File: src/rtl/rca_ft_pkg.sv
// Shared types, vector table and reconfiguration encodings for the
// fault-tolerant ripple-carry adder BIST controller.
package rca_ft_pkg;

    typedef enum logic [2:0] {
        ST_IDLE,
        ST_APPLY,
        ST_SETTLE,
        ST_DECIDE,
        ST_CONFIG,
        ST_DONE
    } state_t;

    localparam int NUM_VEC = 10;

    typedef struct packed {
        logic [4:0] ta;
        logic [4:0] tb;
        logic       tc_1;
    } vec_t;

    typedef struct packed {
        logic [2:0] is_sel;
        logic [4:0] cs;
        logic [3:0] ss;
    } cfg_t;

    localparam cfg_t CFG_NORMAL = '{is_sel: 3'b000, cs: 5'b00000, ss: 4'b0000};
    // Routes the spare's sum onto s[3] and its carry onto s[4] for observation.
    localparam cfg_t CFG_TEST   = '{is_sel: 3'b000, cs: 5'b10000, ss: 4'b1000};

    function automatic vec_t vec_rom(input logic [3:0] i);
        vec_t v;
        case (i)
            4'd8:    v = '{ta: 5'b01010, tb: 5'b10101, tc_1: 1'b1};
            4'd9:    v = '{ta: 5'b10101, tb: 5'b01010, tc_1: 1'b0};
            default: v = '{ta: {5{i[0]}}, tb: {5{i[1]}}, tc_1: i[2]};
        endcase
        return v;
    endfunction

    // Shift inputs and sums up from slice k, bypass k's carry, take cout from the spare.
    function automatic cfg_t cfg_for_slice(input logic [1:0] k);
        cfg_t c;
        c = CFG_NORMAL;
        for (int m = 0; m < 3; m++) begin
            c.is_sel[m] = (m >= int'(k));
        end
        for (int m = 0; m < 4; m++) begin
            c.ss[m] = (m >= int'(k));
        end
        c.cs[k] = 1'b1;
        c.cs[4] = 1'b1;
        return c;
    endfunction

endpackage

File: src/rtl/rca_ft_bist_ctrl_if.sv
// Test/reconfiguration bus between the BIST controller and the adder.
interface rca_ft_bist_ctrl_if;
    logic       test;
    logic       tc_1;
    logic [4:0] ta;
    logic [4:0] tb;
    logic [2:0] is;
    logic [4:0] cs;
    logic [3:0] ss;
    logic [3:0] st;
    logic [3:0] ct;
    logic [4:0] s_obs;

    modport master (
        output test, tc_1, ta, tb, is, cs, ss,
        input  st, ct, s_obs
    );

    modport slave (
        input  test, tc_1, ta, tb, is, cs, ss,
        output st, ct, s_obs
    );
endinterface

File: src/rtl/rca_ft_slice_chk.sv
// Per-slice expected-vs-observed check; each slice's carry-in is the observed
// carry of the slice below, so a fault never masks or blames a neighbour.
module rca_ft_slice_chk (
    input  logic [4:0] ta,
    input  logic [4:0] tb,
    input  logic       tc_1,
    input  logic [3:0] st,
    input  logic [3:0] ct,
    input  logic [4:0] s_obs,
    output logic [4:0] mismatch
);
    logic [4:0] cin;
    logic [4:0] obs_s;
    logic [4:0] obs_c;
    logic [4:0] exp_s;
    logic [4:0] exp_c;

    assign cin   = {ct, tc_1};
    assign obs_s = {s_obs[3], st};
    assign obs_c = {s_obs[4], ct};
    assign exp_s = ta ^ tb ^ cin;
    assign exp_c = (ta & tb) | (ta & cin) | (tb & cin);

    assign mismatch = (exp_s ^ obs_s) | (exp_c ^ obs_c);
endmodule

File: src/rtl/rca_ft_bist_ctrl.sv
// BIST and spare-slice reconfiguration controller for the 4+1 slice adder.
// start is level-sampled in IDLE/DONE only; all outputs are registered.
module rca_ft_bist_ctrl
    import rca_ft_pkg::*;
#(
    parameter int SETTLE_CYC = 2
) (
    input  logic                      clk,
    input  logic                      rst,
    input  logic                      start,
    rca_ft_bist_ctrl_if.master        adder,
    output logic                      busy,
    output logic                      done,
    output logic [4:0]                fault_mask,
    output logic                      fail,
    output state_t                    dbg_state
);
    localparam logic [7:0] SETTLE_LAST = 8'(SETTLE_CYC - 1);
    localparam logic [3:0] LAST_VEC    = 4'(NUM_VEC - 1);

    state_t     state_q, state_d;
    logic [3:0] idx_q, idx_d;
    logic [7:0] cnt_q, cnt_d;
    logic       test_q, test_d;
    vec_t       vec_q, vec_d;
    cfg_t       cfg_q, cfg_d;
    logic       busy_q, busy_d;
    logic       done_q, done_d;
    logic [4:0] mask_q, mask_d;
    logic       fail_q, fail_d;

    logic [4:0] mismatch;
    logic       single;
    logic [1:0] k;

    rca_ft_slice_chk u_chk (
        .ta       (vec_q.ta),
        .tb       (vec_q.tb),
        .tc_1     (vec_q.tc_1),
        .st       (adder.st),
        .ct       (adder.ct),
        .s_obs    (adder.s_obs),
        .mismatch (mismatch)
    );

    // Exactly one faulty slice among 0..3 with a healthy spare.
    assign single = (mask_q[3:0] != 4'b0000) && ((mask_q & (mask_q - 5'd1)) == 5'd0);

    always_comb begin
        k = 2'd3;
        case (mask_q[3:0])
            4'b0001: k = 2'd0;
            4'b0010: k = 2'd1;
            4'b0100: k = 2'd2;
            default: k = 2'd3;
        endcase
    end

    always_comb begin
        state_d = state_q;
        idx_d   = idx_q;
        cnt_d   = cnt_q;
        test_d  = test_q;
        vec_d   = vec_q;
        cfg_d   = cfg_q;
        busy_d  = busy_q;
        done_d  = done_q;
        mask_d  = mask_q;
        fail_d  = fail_q;
        case (state_q)
            ST_IDLE, ST_DONE: begin
                if (start) begin
                    state_d = ST_APPLY;
                    idx_d   = 4'd0;
                    mask_d  = 5'b00000;
                    fail_d  = 1'b0;
                    busy_d  = 1'b1;
                    done_d  = 1'b0;
                    test_d  = 1'b1;
                    vec_d   = vec_rom(4'd0);
                    cfg_d   = CFG_TEST;
                end
            end
            ST_APPLY: begin
                state_d = ST_SETTLE;
                cnt_d   = 8'd0;
            end
            ST_SETTLE: begin
                if (cnt_q == SETTLE_LAST) begin
                    mask_d = mask_q | mismatch;
                    if (idx_q < LAST_VEC) begin
                        idx_d   = idx_q + 4'd1;
                        vec_d   = vec_rom(idx_q + 4'd1);
                        state_d = ST_APPLY;
                    end else begin
                        state_d = ST_DECIDE;
                    end
                end else begin
                    cnt_d = cnt_q + 8'd1;
                end
            end
            ST_DECIDE: begin
                state_d = ST_CONFIG;
                test_d  = 1'b0;
                vec_d   = '0;
                if (mask_q[3:0] == 4'b0000) begin
                    cfg_d = CFG_NORMAL;
                end else if (single) begin
                    cfg_d = cfg_for_slice(k);
                end else begin
                    cfg_d  = CFG_NORMAL;
                    fail_d = 1'b1;
                end
            end
            ST_CONFIG: begin
                state_d = ST_DONE;
                busy_d  = 1'b0;
                done_d  = 1'b1;
            end
            default: begin
                state_d = ST_IDLE;
            end
        endcase
    end

    always_ff @(posedge clk or posedge rst) begin
        if (rst) begin
            state_q <= ST_IDLE;
            idx_q   <= 4'd0;
            cnt_q   <= 8'd0;
            test_q  <= 1'b0;
            vec_q   <= '0;
            cfg_q   <= CFG_NORMAL;
            busy_q  <= 1'b0;
            done_q  <= 1'b0;
            mask_q  <= 5'b00000;
            fail_q  <= 1'b0;
        end else begin
            state_q <= state_d;
            idx_q   <= idx_d;
            cnt_q   <= cnt_d;
            test_q  <= test_d;
            vec_q   <= vec_d;
            cfg_q   <= cfg_d;
            busy_q  <= busy_d;
            done_q  <= done_d;
            mask_q  <= mask_d;
            fail_q  <= fail_d;
        end
    end

    assign adder.test = test_q;
    assign adder.tc_1 = vec_q.tc_1;
    assign adder.ta   = vec_q.ta;
    assign adder.tb   = vec_q.tb;
    assign adder.is   = cfg_q.is_sel;
    assign adder.cs   = cfg_q.cs;
    assign adder.ss   = cfg_q.ss;

    assign busy       = busy_q;
    assign done       = done_q;
    assign fault_mask = mask_q;
    assign fail       = fail_q;
    assign dbg_state  = state_q;
endmodule

File: src/flat_wrapper.sv
// flat-port wrapper written by rule: the top's interface ports become plain ports
module rca_ft_bist_ctrl_flat import rca_ft_pkg::*;
#(
    parameter int SETTLE_CYC = 2
)
  (clk, rst, start, busy, done, fault_mask, fail, dbg_state, adder_test, adder_tc_1, adder_ta, adder_tb, adder_is, adder_cs, adder_ss, adder_st, adder_ct, adder_s_obs);
  rca_ft_bist_ctrl_if adder_i ();
  input  logic clk;
  input  logic rst;
  input  logic start;
  output logic busy;
  output logic done;
  output logic [4:0] fault_mask;
  output logic fail;
  output state_t dbg_state;
  output wire logic [$bits(adder_i.test)-1:0] adder_test;
  output wire logic [$bits(adder_i.tc_1)-1:0] adder_tc_1;
  output wire logic [$bits(adder_i.ta)-1:0] adder_ta;
  output wire logic [$bits(adder_i.tb)-1:0] adder_tb;
  output wire logic [$bits(adder_i.is)-1:0] adder_is;
  output wire logic [$bits(adder_i.cs)-1:0] adder_cs;
  output wire logic [$bits(adder_i.ss)-1:0] adder_ss;
  input wire logic [$bits(adder_i.st)-1:0] adder_st;
  input wire logic [$bits(adder_i.ct)-1:0] adder_ct;
  input wire logic [$bits(adder_i.s_obs)-1:0] adder_s_obs;
  assign adder_test = adder_i.test;
  assign adder_tc_1 = adder_i.tc_1;
  assign adder_ta = adder_i.ta;
  assign adder_tb = adder_i.tb;
  assign adder_is = adder_i.is;
  assign adder_cs = adder_i.cs;
  assign adder_ss = adder_i.ss;
  assign adder_i.st = adder_st;
  assign adder_i.ct = adder_ct;
  assign adder_i.s_obs = adder_s_obs;
  rca_ft_bist_ctrl #(.SETTLE_CYC(SETTLE_CYC)) u_core (.clk(clk), .rst(rst), .start(start), .adder(adder_i), .busy(busy), .done(done), .fault_mask(fault_mask), .fail(fail), .dbg_state(dbg_state));
endmodule
File: config.mk
export PLATFORM = sky130hd
export DESIGN_NAME = rca_ft_bist_ctrl_flat
export DESIGN_NICKNAME = d
export VERILOG_FILES = /design/src/rtl/rca_ft_pkg.sv /design/src/rtl/rca_ft_bist_ctrl_if.sv /design/src/rtl/rca_ft_slice_chk.sv /design/src/rtl/rca_ft_bist_ctrl.sv /design/src/flat_wrapper.sv
export SDC_FILE = /design/constraint.sdc
export NUM_CORES = 1
export LEC_CHECK = 0
export CORE_ASPECT_RATIO = 2
export CORE_MARGIN = 2
export CORE_UTILIZATION = 50
export DETAILED_ROUTE_END_ITERATION = 16
export PLACE_DENSITY = 0.91
export SLEW_MARGIN = 15
export SYNTH_ARGS = -nofsm -noshare
export SYNTH_HDL_FRONTEND = slang
export SYNTH_HIERARCHICAL = 1
export SYNTH_SLANG_ARGS = --single-unit
File: constraint.sdc
create_clock -name clk -period 2.5 [get_ports clk]
set_input_delay 0.625 -clock clk [delete_from_list [all_inputs] [get_ports clk]]
set_output_delay 0.625 -clock clk [all_outputs]
set_load 0.03 [all_outputs]
==> results.md, run 1 <==
- The root buffer selected by CTS is sky130_fd_sc_hd__clkbuf_8.
- The initial cell density of the core is 52.2%.
- Among cell families on the critical path, the largest total delay comes from buffers and inverters.
- The utilization after layout is 65.4%.
- Setup total negative slack on the finished layout was measured at 0 ns.
- After clock tree synthesis, the setup repair step added 0 buffers.
- In this run the vertical extent of the chip is 96.9 um.
- The worst register-to-register path begins at u_core/cnt_q[1].
- Yosys attributes the largest share of cell area to sky130_fd_sc_hd__dfrtp_1 (42%), sky130_fd_sc_hd__xor2_1 (4.9%), sky130_fd_sc_hd__fa_1 (4.6%), sky130_fd_sc_hd__buf_4 (3.8%), sky130_fd_sc_hd__a32o_1 (3.7%).
- The fmax is 436 MHz.
- The logic depth of the worst path, buffers included is 1.
- For this design, the slowest cell found on the critical path is sky130_fd_sc_hd__clkdlybuf4s50_1.
- In the final layout, flip-flops and latches occupy 901 um2.
- The critical path capture point is dbg_state[2].
- The number of global-route vias before repair is 1817.
- The number of maximum-capacitance violations is 0.
- The worst setup path is of the reg -> out kind.
- The number of fillers in the final layout is 315.
- The wire length of the first global-routing pass is 8.08 mm.
- The most frequent cell after synthesis is sky130_fd_sc_hd__dfrtp_1.
- The CTS sink count is 36.
- The per-cell routed wire length is 15.4 um.
- Global routing finished with a remaining overflow of 0.
- The count of pins over their slew limit is 0.
- The path class of the lowest-slack min-delay path is reg -> reg.
- The post-cts gate resize count is 0.
- The number of cells on the worst reg-to-reg path is 6.
- The netlist area before placement is 2160 um2.
- The clock input transition at the sequential cells of the worst setup and hold paths is 0.07 ns.
- The worst pin sits at a relative slew slack of 55.2%.
- The routing usage on met3 is 3.86%.
- Synthesis produced a netlist whose cell count is 221.
- The biggest area contributor in the post-synthesis netlist is sky130_fd_sc_hd__dfrtp_1.
- The post-cts hold buffer count is 0.
- After detailed routing, the number of remaining DRC violations is 0.
- From left edge to right edge, the die measures 50.4 um.
- The net count after synthesis is 247.
- After detailed routing, the number of vias per cell comes to 5.70.
- For the pin with the worst max-slew slack, the measured transition is 0.669 ns.
- The total clock buffers created by CTS is 5.
- By count the netlist is led by sky130_fd_sc_hd__dfrtp_1 (36), sky130_fd_sc_hd__inv_1 (20), sky130_fd_sc_hd__nor2_1 (20).
- In the finished design, the share of the clock period the worst path needs comes to 91.7%.
- The hold violation count in the final report is 0.
- The time the final worst path needs with I/O delays and setup is 2.29 ns.
- The antenna diode count is 0.
- The global routing's busiest layer is met2.
- The H-tree was split into 2 levels.
- The cell area power density is 1110 nW/um2.
- The portion of synthesized cell area occupied by the leading cell type is 41.8%.
- The number of top-level design ports is 51.
- The worst-case IR drop observed on VDD is 483 uV.
- The global routing met1 resource utilization is 21.4%.
- The largest stage delay on the critical path is 0.76 ns.
- The wire length reported by the detailed router is 4.81 mm.
- During synthesis, Yosys emitted a total of 6 warnings.
- Global routing used 21.7% of the available tracks.
- The number of antenna violations at the first check in global routing is 0.
- The core outline area is 4130 um2.
- The combined buffer and inverter count along the critical path is 1.
- Averaged over all synthesized cells, the footprint is 9.75 um2.
- The clock latency on the worst-skew pair is 0.29 ns.
- Setup repair after global routing left no endpoint under its margin.
- The number of distinct library cells after synthesis is 46.
- The count of buffers from port buffering is 47.
- The number of antenna-violating nets in the routed design is 0.
- The number of flops mapped to enable cells by yosys is 0.
- The highest net fanout along the worst path is 13.
- The element type at the critical path start is a register.
- In this run the static leakage power is 1.14 nW.
- The endpoint class of the critical path is an output pin.
- STA puts the critical path data arrival time at 1.67 ns.
- The number of iterations in the first detailed-routing pass is 4.
- Between clock sinks in the finished design, the worst skew comes to 0.00529 ns.
- The source of the critical timing path is u_core/dbg_state[2].
- The sequential share of the synthesized area is 41.8%.
- In this run the deepest clock path goes through 2 buffers.
- The number of storage elements in the synthesis netlist is 36.
- The area overhead of the layout relative to synthesis is 25.3%.
- For this run, the post-layout net count is 287.
- The flop-to-flop setup slack is 0.45 ns.
- The detailed router finished its first iteration with 30 violations.
- TritonCTS built the clock tree.
- The floorplan step defined a die boundary enclosing 4880 um2.
- In the global route stage, met2 resource usage came out at 40.3%.
- The routability-driven placement congestion ratio is 0.888.
- In the final layout, the share of cells above drive strength 1 is 6.51%.
- Setup violations remaining at the end of the flow were counted as 0.
- Power comes to 3.00 mW.
- The multi-input combinational cell area is 1070 um2.
- The endpoint of the worst-slack reg-to-reg timing path is u_core/adder.tc_1.
- The run finished with clean final reports.
- After synthesis, the share of flip-flops with an asynchronous set or reset is 100%.
- The initialized floorplan defines 33 standard-cell rows.
- Once detailed placement completed, the half-perimeter wirelength came to 3.61 mm.
- The data required time of the critical path is 1.88 ns.
- For this run, the leading register cell type out of synthesis is sky130_fd_sc_hd__dfrtp_1.
- The via count is 1783.
- The maximum number of pins on one net before global-route repair is 37.
- The critical path goes through clkdlybuf4s50_1.
power by group:
| part | switching [mW] | internal [mW] | leakage [nW] | total (mW) |
|---|---|---|---|---|
| clock | 0.199 | 0.245 | 0.0503 | 0.444 |
| combinational | 0.920 | 0.678 | 0.612 | 1.60 |
| sequential | 0.227 | 0.728 | 0.482 | 0.955 |
| total | 1.35 | 1.65 | 1.14 | 3.00 |
state kept, by name (all words and copies together) (netlist names):
| signal | flops |
|---|---|
| u_core/cnt_q | 8 |
| u_core/fault_mask | 5 |
| u_core/adder.cs | 4 |
| u_core/idx_q | 4 |
| u_core/dbg_state | 3 |
| u_core/adder.is | 2 |
| u_core/adder.ta | 2 |
| u_core/adder.tb | 2 |
| u_core/adder.ss | 1 |
| u_core/adder.tc_1 | 1 |
| u_core/adder.test | 1 |
| u_core/busy | 1 |
| u_core/done | 1 |
| u_core/fail | 1 |
routing by layer:
layer | vias up | wire [um]
met5 | - | 0
met4 | 0 | 155
met3 | 16 | 164
met2 | 57 | 2830
met1 | 879 | 1670
li1 | 831 | -
logic make-up (layout without fill, tap and decap cells):
kind of cell	Yosys count	after routing	synth area share (%)
AO/OA/AOI/OAI	49	49	16.3
XOR/XNOR	20	20	8.13
adder cells (fa/ha/maj)	10	10	7.55
buffers and inverters	37	77	8.53
flip-flops	36	36	41.8
multiplexers	1	1	0.522
AND/OR/NAND/NOR	68	68	17.2
through the flow:
step           instance area [um2]  cells  worst slack [ns]  hold WS, ns
3_3_place_gp                  2610    306             0.265        0.472
5_1_grt                       2700    313             0.143        0.515
4_1_cts                       2700    313             0.211        0.497
2_1_floorplan                 2160    221             0.603        0.512
6_report                      2700    313             0.207        0.491
3_5_place_dp                  2610    306             0.231        0.482
worst min-delay path by stage:
stage | slack, ns | start | depth (start not counted) | endpoint
finish | 0.49 | u_core/adder.cs[3] | 1 | u_core/adder.cs[3]
CTS | 0.50 | u_core/adder.cs[3] | 1 | u_core/adder.cs[3]
global route | 0.51 | u_core/adder.cs[3] | 1 | u_core/adder.cs[3]
floorplan | 0.51 | u_core/cnt_q[7] | 2 | u_core/cnt_q[7]
detailed placement | 0.48 | u_core/adder.cs[3] | 1 | u_core/adder.cs[3]
global placement | 0.47 | u_core/adder.cs[1] | 1 | u_core/adder.cs[1]
cell usage in the layout, fill, tap and decap left out, types with 2 or more instances in the layout:
master                            netlist  routed
sky130_fd_sc_hd__fa_1                   5       5
sky130_fd_sc_hd__o21ai_0               12      12
sky130_fd_sc_hd__a21oi_1                7       7
sky130_fd_sc_hd__ha_1                   5       5
sky130_fd_sc_hd__nand4_1                2       2
sky130_fd_sc_hd__and2_1                 2       2
sky130_fd_sc_hd__xnor2_1                8       8
sky130_fd_sc_hd__nand2b_1               4       4
sky130_fd_sc_hd__nand2_1               15      15
sky130_fd_sc_hd__nor2_1                20      20
sky130_fd_sc_hd__xor2_1                12      12
sky130_fd_sc_hd__a2bb2oi_1              2       2
sky130_fd_sc_hd__a22o_1                 8       8
sky130_fd_sc_hd__a32o_1                 8       8
sky130_fd_sc_hd__dfrtp_1               36      36
sky130_fd_sc_hd__nor2b_1                4       4
sky130_fd_sc_hd__o211ai_1               3       3
sky130_fd_sc_hd__inv_1                 20      20
sky130_fd_sc_hd__clkdlybuf4s50_1        0      47
sky130_fd_sc_hd__nand3_1                4       4
sky130_fd_sc_hd__o22ai_1                2       2
sky130_fd_sc_hd__or3_1                  3       3
sky130_fd_sc_hd__clkbuf_8               0       7
sky130_fd_sc_hd__buf_4                 11       3
area by class of cell:
class	instances	area share (%)
clock buffers	7	3.57
multi-input cells	148	39.6
repair buffers	50	18.2
flip-flops and latches	36	33.3
well taps	52	2.41
inverters	20	2.78
(Power assumes the default switching activity.)
==> run 2: changes to the inputs <==
--- a/config.mk
+++ b/config.mk
@@ -7,9 +7,10 @@
 export LEC_CHECK = 0
 export CORE_ASPECT_RATIO = 2
 export CORE_MARGIN = 2
-export CORE_UTILIZATION = 50
+export CORE_UTILIZATION = 54
 export DETAILED_ROUTE_END_ITERATION = 16
-export PLACE_DENSITY = 0.91
+export PLACE_DENSITY = 0.95
+export RECOVER_POWER = 100
 export SLEW_MARGIN = 15
 export SYNTH_ARGS = -nofsm -noshare
 export SYNTH_HDL_FRONTEND = slang
==> constraint.sdc (replaced) <==
create_clock -name clk -period 2.7 [get_ports clk]
set_input_delay 0.675 -clock clk [delete_from_list [all_inputs] [get_ports clk]]
set_output_delay 0.675 -clock clk [all_outputs]
set_load 0.03 [all_outputs]
==> run 2 against run 1 <==
Total power is 12% lower. Non-clock buffer count is 1 higher. Flip-flop and latch count stayed put. Combinational power is 11% lower. Sequential share of layout area is 0.45 points higher. Final area is 1.3% lower. Final cell count stayed put. Largest cell class unchanged.
==> results.md, run 2 (synthesis gave the netlist of run 1 again) <==
- Final hold analysis gives a worst-case slack of 0.492 ns.
- The endpoint identified for the worst register-to-register timing path is u_core/adder.ta[2].
- The number of maximum-capacitance violations is 0.
- The element type at the critical path start is a register.
- The fmax is 420 MHz.
- The count of pins over their slew limit is 0.
- Summing all non-filler instances in the final layout gives an area of 2670 um2.
- After detailed routing, the average wire length per cell comes to 15.5 um.
- The detailed placer's ending HPWL is 3.77 mm.
- The CTS sink count is 36.
- The flop-to-flop setup slack is 0.32 ns.
- Global routing finished with a remaining overflow of 0.
- The number of global-route vias before repair is 1744.
- VDD sags by at most 514 uV.
- The worst-case reg-to-reg path depth is 6.
- Entering global routing, the biggest net connects 37 pins.
- The via density per instance is 5.77.
- The antenna diode count is 0.
- The region available for standard cell placement spans 3840 um2.
- The tightest min-delay check is of the reg -> reg type.
- The clock skew is 0.00237 ns.
- Setup violations remaining at the end of the flow were counted as 0.
- The net count of the finished layout is 288.
- The slowest stage cell on the critical path is sky130_fd_sc_hd__nor3_2.
- The post-cts hold buffer count is 0.
- The source of the critical timing path is u_core/cnt_q[1].
- In the layout the commonest cells are sky130_fd_sc_hd__dlygate4sd3_1 (39), sky130_fd_sc_hd__dfrtp_1 (36), sky130_fd_sc_hd__nor2_1 (20), sky130_fd_sc_hd__inv_1 (20), sky130_fd_sc_hd__nand2_1 (15).
- The CTS H-tree depth is 2.
- The clock passes through at most 2 buffers.
- The number of antenna violations at the first check in global routing came to 0.
- Once the clock tree was built, the setup fixing pass inserted 0 buffers.
- The headroom to the max-slew limit is 37.7%.
- The later pin in the worst-skew pair is clocked with a latency of 0.28 ns.
- The clock input transition at the sequential cells of the worst setup and hold paths is 0.06 ns.
- The total clock buffers created by CTS is 5.
- The area overhead of the layout relative to synthesis is 23.6%.
- The total design power is 2.64 mW.
- For this configuration, the core starts out at a cell density of 56.1%.
- In this run the critical register-to-register path is launched from u_core/cnt_q[1].
- Measured on the finished design, the core utilization comes to 69.3%.
- The initialized floorplan defines 32 standard-cell rows.
- 51 I/O pins were placed.
- Global routing used 22.9% of the available tracks.
- For this block, the routed nets add up to 4.87 mm of wire.
- The worst path uses 88.1% of the clock period.
- More flip-flops sit in one register than any other, and that register is u_core/cnt_q.
- The via count is 1807.
- In the routed design, unresolved DRC markers number 0.
- Setup repair after global routing left no endpoint under its margin.
- The slew at the pin closest to its max-slew limit is 0.928 ns.
- The routability-driven placement congestion ratio is 0.837.
- STA classifies the critical path endpoint as a register.
- Once detail routing completed, the nets flagged for antenna violations numbered 0.
- In this run the cell area measured after placement is 2610 um2.
- For this design the ratio of total power to cell area is 992 nW/um2.
- The number of fillers in the final layout is 298.
- The flow ran to the end, and the final reports show no timing, DRC or antenna violations.
- The critical path is of the reg -> reg type.
- The number of iterations in the first detailed-routing pass is 4.
- The count of buffers added on input and output ports is 47.
- The total negative slack is 0 ns.
- The number of flip-flops under the largest register name is 8.
- The worst hold path begins at u_core/busy.
- The wire length of the first global-routing pass is 8.04 mm.
- The DRC marker count from the first detailed-route iteration is 48.
- The critical path goes through inv_1, ha_1, or3b_2, nor3_2, and2_0, a22o_1.
- The most critical setup path has its endpoint at u_core/adder.ta[2].
- After layout, the minimum clock period comes to 2.38 ns.
- Of the cells placed in the final design, the portion with a size suffix greater than 1 is 4.96%.
- The signal arrival time at the worst endpoint is 2.59 ns.
- The post-cts gate resize count is 0.
- The hold violation count in the final report was 0.
- The horizontal die dimension is 48.7 um.
- The highest net fanout along the worst path is 10.
- The largest stage delay on the critical path is 0.58 ns.
- The root buffer selected by CTS is sky130_fd_sc_hd__clkbuf_8.
- TritonCTS built the clock tree.
- The most common library cell in the layout ignoring fill and taps is sky130_fd_sc_hd__dlygate4sd3_1.
- The die is 93.4 um tall.
- The analysis attributes to cell leakage a power of 1.22 nW.
- For the worst setup path, the data required time is 2.91 ns.
- The area enclosed by the die boundary is 4540 um2.
[run 2: report_power, final]
| part | switching [mW] | leakage [nW] | internal (mW) | total, mW |
|---|---|---|---|---|
| registers | 0.198 | 0.482 | 0.674 | 0.872 |
| logic | 0.860 | 0.698 | 0.565 | 1.43 |
| clock network | 0.171 | 0.0410 | 0.175 | 0.346 |
| total | 1.23 | 1.22 | 1.41 | 2.64 |
[run 2: worst min path at each step]
| stage | cells past startpoint | end |
|---|---|---|
| finish | 1 | u_core/busy |
| global route | 1 | u_core/adder.cs[2] |
| CTS | 1 | u_core/adder.cs[3] |
| detailed placement | 1 | u_core/busy |
| global placement | 1 | u_core/adder.cs[1] |
| floorplan | 2 | u_core/cnt_q[7] |
[run 2: metal layers]
layer | vias to the layer above | GRT usage [%] | wire length (um)
met3 | 17 | 3.51 | 147
li1 | 832 | - | -
met2 | 58 | 43.9 | 2870
met4 | 0 | 12.4 | 192
met5 | - | 0 | 0
met1 | 900 | 22.8 | 1650
[run 2: through the flow]
stage               instances  worst slack [ns]
floorplan                 221             0.803
global placement          306             0.485
detailed placement        306             0.415
CTS                       313             0.368
global route              313             0.266
finish                    313             0.320
[run 2: worst max-delay path, delay by kind of cell, from the launching register on]
family          cells  cell delay [ns]
buf+inv             1             0.08
simple gates        3             1.46
compound gates      1             0.23
fa+ha+maj           1             0.12
flops               1             0.42
[run 2: final cells by class]
cell class	count	area [um2]	area share [%]
sequential	36	901	33.8
inverter	20	75.1	2.82
tap	51	63.8	2.39
clock inverter	1	5.00	0.188
multi-input combinational	148	1060	39.7
timing repair buffer	51	490	18.4
clock buffer	6	72.6	2.72
